==> src/rtl/rca_slice_sequencer_if.sv <==
// rca_slice_sequencer_if: start/done request bus between a controller and the slice sequencer.
// RCA_SEQ_OVERFLOW_EN adds the signed-overflow flag ovf.
interface rca_slice_sequencer_if #(
   parameter int WIDTH = 16
);
   logic             start;
   logic [WIDTH-1:0] a;
   logic [WIDTH-1:0] b;
   logic             cin;
   logic             busy;
   logic             done;
   logic [WIDTH-1:0] sum;
   logic             cout;
`ifdef RCA_SEQ_OVERFLOW_EN
   logic             ovf;
`endif
   modport master (
      output start, a, b, cin,
      input  busy, done, sum, cout
`ifdef RCA_SEQ_OVERFLOW_EN
      , input ovf
`endif
   );
   modport slave (
      input  start, a, b, cin,
      output busy, done, sum, cout
`ifdef RCA_SEQ_OVERFLOW_EN
      , output ovf
`endif
   );
endinterface

==> src/rtl/rca_slice_sequencer.sv <==
// rca_slice_sequencer: WIDTH-bit a+b+cin computed over WIDTH/SLICE cycles on one SLICE-bit ripple slice.
// RCA_SEQ_OVERFLOW_EN adds the registered signed-overflow output ovf.
module rca_slice_sequencer #(
   parameter int WIDTH = 16,
   parameter int SLICE = 4
) (
   input logic                  clk,
   input logic                  rst,
   rca_slice_sequencer_if.slave bus
);
   localparam int NSLICE = WIDTH / SLICE;
   localparam int IW = NSLICE > 1 ? $clog2(NSLICE) : 1;
   if (SLICE < 1 || WIDTH % SLICE != 0) begin : g_bad_cfg
      $error("WIDTH must be a positive multiple of SLICE");
   end
   typedef enum logic [1:0] {IDLE, RUN, DONE} state_t;
   state_t           state;
   logic [WIDTH-1:0] a, b, wk, wk_n;
   logic             c;
   logic [IW-1:0]    idx;
   logic [SLICE-1:0] sa, sb;
   logic [SLICE:0]   s;
   logic             last;
   always_comb begin
      sa = a[idx*SLICE +: SLICE];
      sb = b[idx*SLICE +: SLICE];
      s = {1'b0, sa} + {1'b0, sb} + {{SLICE{1'b0}}, c};
      wk_n = wk;
      wk_n[idx*SLICE +: SLICE] = s[SLICE-1:0];
   end
   assign last = idx == IW'(NSLICE - 1);
`ifdef RCA_SEQ_OVERFLOW_EN
   // carry into the slice MSB recovered from its sum bit and operand bits
   logic msb_cin;
   assign msb_cin = s[SLICE-1] ^ sa[SLICE-1] ^ sb[SLICE-1];
`endif
   always_ff @(posedge clk) begin
      if (rst) begin
         state    <= IDLE;
         a        <= '0;
         b        <= '0;
         wk       <= '0;
         c        <= 1'b0;
         idx      <= '0;
         bus.busy <= 1'b0;
         bus.done <= 1'b0;
         bus.sum  <= '0;
         bus.cout <= 1'b0;
`ifdef RCA_SEQ_OVERFLOW_EN
         bus.ovf  <= 1'b0;
`endif
      end else begin
         case (state)
            RUN: begin
               wk  <= wk_n;
               c   <= s[SLICE];
               idx <= last ? '0 : idx + 1'b1;
               if (last) begin
                  state    <= DONE;
                  bus.busy <= 1'b0;
                  bus.done <= 1'b1;
                  bus.sum  <= wk_n;
                  bus.cout <= s[SLICE];
`ifdef RCA_SEQ_OVERFLOW_EN
                  bus.ovf  <= msb_cin ^ s[SLICE];
`endif
               end
            end
            default: begin
               bus.done <= 1'b0;
               if (bus.start) begin
                  state    <= RUN;
                  bus.busy <= 1'b1;
                  a        <= bus.a;
                  b        <= bus.b;
                  c        <= bus.cin;
                  idx      <= '0;
               end else begin
                  state <= IDLE;
               end
            end
         endcase
      end
   end
endmodule

==> src/flat_wrapper.sv <==
// flat-port wrapper written by rule: the top's interface ports become plain ports
module rca_slice_sequencer_flat 
#(
   parameter int WIDTH = 16,
   parameter int SLICE = 4
)
  (clk, rst, bus_start, bus_a, bus_b, bus_cin, bus_busy, bus_done, bus_sum, bus_cout);
  rca_slice_sequencer_if #(.WIDTH(WIDTH)) bus_i ();
  input logic clk;
  input logic rst;
  input wire logic [$bits(bus_i.start)-1:0] bus_start;
  input wire logic [$bits(bus_i.a)-1:0] bus_a;
  input wire logic [$bits(bus_i.b)-1:0] bus_b;
  input wire logic [$bits(bus_i.cin)-1:0] bus_cin;
  output wire logic [$bits(bus_i.busy)-1:0] bus_busy;
  output wire logic [$bits(bus_i.done)-1:0] bus_done;
  output wire logic [$bits(bus_i.sum)-1:0] bus_sum;
  output wire logic [$bits(bus_i.cout)-1:0] bus_cout;
  assign bus_i.start = bus_start;
  assign bus_i.a = bus_a;
  assign bus_i.b = bus_b;
  assign bus_i.cin = bus_cin;
  assign bus_busy = bus_i.busy;
  assign bus_done = bus_i.done;
  assign bus_sum = bus_i.sum;
  assign bus_cout = bus_i.cout;
  rca_slice_sequencer #(.WIDTH(WIDTH), .SLICE(SLICE)) u_core (.clk(clk), .rst(rst), .bus(bus_i));
endmodule
==> config.mk <==
export PLATFORM = sky130hd
export DESIGN_NAME = rca_slice_sequencer_flat
export DESIGN_NICKNAME = d
export VERILOG_FILES = /design/src/rtl/rca_slice_sequencer_if.sv /design/src/rtl/rca_slice_sequencer.sv /design/src/flat_wrapper.sv
export SDC_FILE = /design/constraint.sdc
export NUM_CORES = 1
export LEC_CHECK = 0
export CAP_MARGIN = 20
export CORE_AREA = 2 2 80 82
export CTS_BUF_LIST = sky130_fd_sc_hd__clkbuf_4 sky130_fd_sc_hd__clkbuf_8
export CTS_CLUSTER_SIZE = 16
export DETAILED_ROUTE_END_ITERATION = 7
export DIE_AREA = 0 0 82 84
export HOLD_SLACK_MARGIN = 0.05
export PLACE_DENSITY_LB_ADDON = 0.05
export SLEW_MARGIN = 40
export SYNTH_ARGS = -nofsm -noshare
export SYNTH_HDL_FRONTEND = slang
export SYNTH_SLANG_ARGS = --single-unit
==> constraint.sdc <==
create_clock -name clk -period 3.6 [get_ports clk]
set_clock_uncertainty 0.05 [all_clocks]
set_input_delay 0.9 -clock clk [delete_from_list [all_inputs] [get_ports clk]]
set_output_delay 0.9 -clock clk [all_outputs]
set_load 0.02 [all_outputs]
==> summary.txt <==
Status
  – Outcome: finished, final reports clean

Timing
  – Setup TNS: 0 ns
  – Final Max Tran Viols: 0
  – Final period util: 0.757
  – Final WS setup: 0.874 ns
  – Hold Vio Cnt, Final: 0
  – Final setup viols: 0
  – RSZ-0062 raised after global routing: no
  – Crit path time final: 2.73 ns
  – F_max: 367 MHz
  – Slew @ Worst Pin: 0.762 ns
  – Relative slew slack: 0.492

CTS
  – Num CTS Buffers: 9
  – CTS tree: done
  – Hold-fix buffers at CTS: 0
  – Number of H-tree levels: 3
  – Skew-Pair Late Insertion Delay: 0.34 ns
  – Clock Tree Buf Depth: 2
  – Post-CTS setup buffers: 0
  – Clock root cell: clkbuf_8
  – CTS sink cnt: 72
  – Reg clk slew, reported paths: 0.07 ns
  – Post_cts resized: 0

Yosys
  – Synthesis-stage register bit count: 72
  – Post-synthesis instance total: 355
  – Number of flops mapped to enable cells by yosys: 0
  – Post-Syn Area: 3130 µm²
  – Async set-or-reset flop fraction in the synthesized netlist: 0
  – Avg Cell Area, Syn: 8.81 µm²
  – Dominant synthesized flop cell: dfxtp_1
  – Syn nets: 402
  – Seq/Total Area, Yosys: 0.461
  – Unique masters post-synth: 47
  – Yosys Warn Count: 0

Pwr
  – Leak: 1.45 nW
  – Peak supply drop: 0.273 mV
  – Flop pwr share: 0.496
  – Sw Pwr: 0.432 mW
  – Switching Share: 0.254
  – Clock share of power: 0.370
  – Combinational share of power: 0.134
  – PwrDens: 439 nW/µm²
  – Pint: 1.27 mW

Worst hold path
  – WHS Path Cells: 2
  – Hold path startpoint: u_core.bus.sum[9]
  – Class of the worst hold path: flop to flop

GRT
  – GRT Util Overall: 0.214
  – Vias in the first global route: 2502
  – First-pass GRT wire length: 11400 µm
  – Grt ovf: 0
  – Number of antenna violations at the first check in global routing: 0
  – Pin count of the biggest net entering global routing: 45

Floorplan
  – Die area: 6890 µm²
  – Initial core utilization: 0.513
  – Chip Height: 84 µm
  – Die width: 82 µm
  – Cell Rows: 29
  – IO Count: 55
  – Total core area: 6100 µm²

Critical path
  – WP data required: 3.80 ns
  – Critical path peak fanout: 6
  – R2r startpoint: u_core.idx[1]
  – Reg2Reg Depth: 7
  – Worst Path Arrival: 2.93 ns
  – Critical path class: flop to flop
  – CP Capture Type: flop
  – Startpoint Class: flop
  – Crit. Startpoint: u_core.idx[1]

Placed design
  – Buffers on Ports: 54
  – Cell count after placement: 470
  – Setup WS pre-CTS: 0.892 ns
  – Hpwl dp: 4730 µm
  – GPL Wtd Cong: 0.804

Routing
  – DR pass1 iterations: 4
  – Vias per cell: 5.34
  – Vias: 2590
  – WL final: 6780 µm
  – Wire per inst: 14.0 µm
  – Post-detailed-route DRC marker count: 0
  – Initial drt markers: 105
  – Post-route ant nets: 0

Final layout
  – Share of layout cells above drive strength 1: 0.100
  – Final net count: 451
  – FILL cells: 556
  – Most frequent cells in the layout: nand2_1 (89), dfxtp_1 (72), clkdlybuf4s50_1 (53)
  – Area grow syn2layout: 24.2%
  – Leading cell type in the layout, fill and taps excluded: nand2_1
  – Ant. Diodes: 0
  – Finished Layout Cells: 485

Flow run
  – Maxcap violations: 0
flip-flops by register name, summed over array words and instances, names as in the netlist:
name / flops
u_core.state: 2
u_core.bus.done: 1
u_core.b: 16
u_core.bus.sum: 16
u_core.bus.cout: 1
u_core.wk: 16
u_core.idx: 2
u_core.a: 16
u_core.c: 1
u_core.bus.busy: 1
final timing paths:
path	endpoint	slack, ns
max	u_core.wk[5]	0.87
min	u_core.bus.sum[9]	0.40
max reg2reg	u_core.wk[5]	0.87
min reg2reg	u_core.bus.sum[9]	0.40
power groups by stage:
stage | clock network [mW] | logic (mW) | registers [mW]
6_report | 0.630 | 0.229 | 0.844
5_1_grt | 0.668 | 0.253 | 0.847
4_1_cts | 0.640 | 0.229 | 0.844
3_5_place_dp | 0 | 0.228 | 0.862
3_3_place_gp | 0 | 0.224 | 0.862
2_1_floorplan | 0 | 0.152 | 0.860
metrics by stage:
stage                      util  instance area [µm²]  total power [mW]  hold WS, ns
final                     0.637                 3880              1.70        0.396
after global routing      0.637                 3880              1.77        0.414
after CTS                 0.637                 3880              1.71        0.401
after detailed placement  0.606                 3690              1.09        0.390
after global placement    0.605                 3690              1.09        0.388
after floorplan               -                 3130              1.01        0.382
layer usage:
metal,routed length [µm],global-route usage
met1,3090,0.283
met2,3350,0.344
met3,223,0.0379
met4,124,0.0848
met5,0,0
logic make-up (layout without fill, tap and decap cells):
logic type | after synthesis | in the layout | share of synthesized area
AND/OR/NAND/NOR | 136 | 136 | 0.194
AO/OA/AOI/OAI | 93 | 93 | 0.184
flip-flops | 72 | 72 | 0.461
buffers and inverters | 34 | 87 | 0.0516
adder cells (fa/ha/maj) | 11 | 11 | 0.0488
multiplexers | 8 | 8 | 0.0576
XOR/XNOR | 1 | 1 | 0.00280
area by class of cell:
class	count	area, µm²	share of cell area
clock buffers	11	145	0.0374
multi-input cells	249	1530	0.394
flip-flops and latches	72	1440	0.371
well taps	77	96.3	0.0248
clock inverters	4	45.0	0.0116
inverters	12	45.0	0.0116
repair buffers	60	581	0.150
critical path: stages, from the launching register on:
cell and delay [ns]:
dfxtp_1 0.48, mux4_2 0.56, fa_1 0.40, inv_1 0.09, fa_1 0.47, nor4_1 0.28, a21oi_1 0.09, a211oi_1 0.23
Yosys cell counts, types with 2 or more instances:
| master | number | share of area |
|---|---|---|
| a31oi_1 | 3 | 0.0060 |
| a21o_1 | 2 | 0.0048 |
| dfxtp_1 | 72 | 0.46 |
| nand2_1 | 90 | 0.11 |
| a22o_1 | 3 | 0.0084 |
| fa_1 | 2 | 0.013 |
| o21ai_1 | 6 | 0.0096 |
| nand3_1 | 2 | 0.0032 |
| a22oi_1 | 7 | 0.017 |
| a32oi_1 | 5 | 0.014 |
| nor2_1 | 18 | 0.022 |
| inv_1 | 12 | 0.014 |
| nand4_1 | 4 | 0.0080 |
| mux4_2 | 8 | 0.058 |
| a21oi_1 | 45 | 0.072 |
| clkbuf_1 | 6 | 0.0072 |
| buf_2 | 9 | 0.014 |
| buf_1 | 3 | 0.0036 |
| and3_1 | 2 | 0.0040 |
| nor3_1 | 5 | 0.0080 |
| buf_6 | 2 | 0.0072 |
| a211oi_1 | 6 | 0.014 |
| o21ai_0 | 7 | 0.011 |
| ha_1 | 9 | 0.036 |
| buf_4 | 2 | 0.0048 |
| nor2b_1 | 4 | 0.0080 |
No activity file was read; power rests on OpenSTA's default activity.
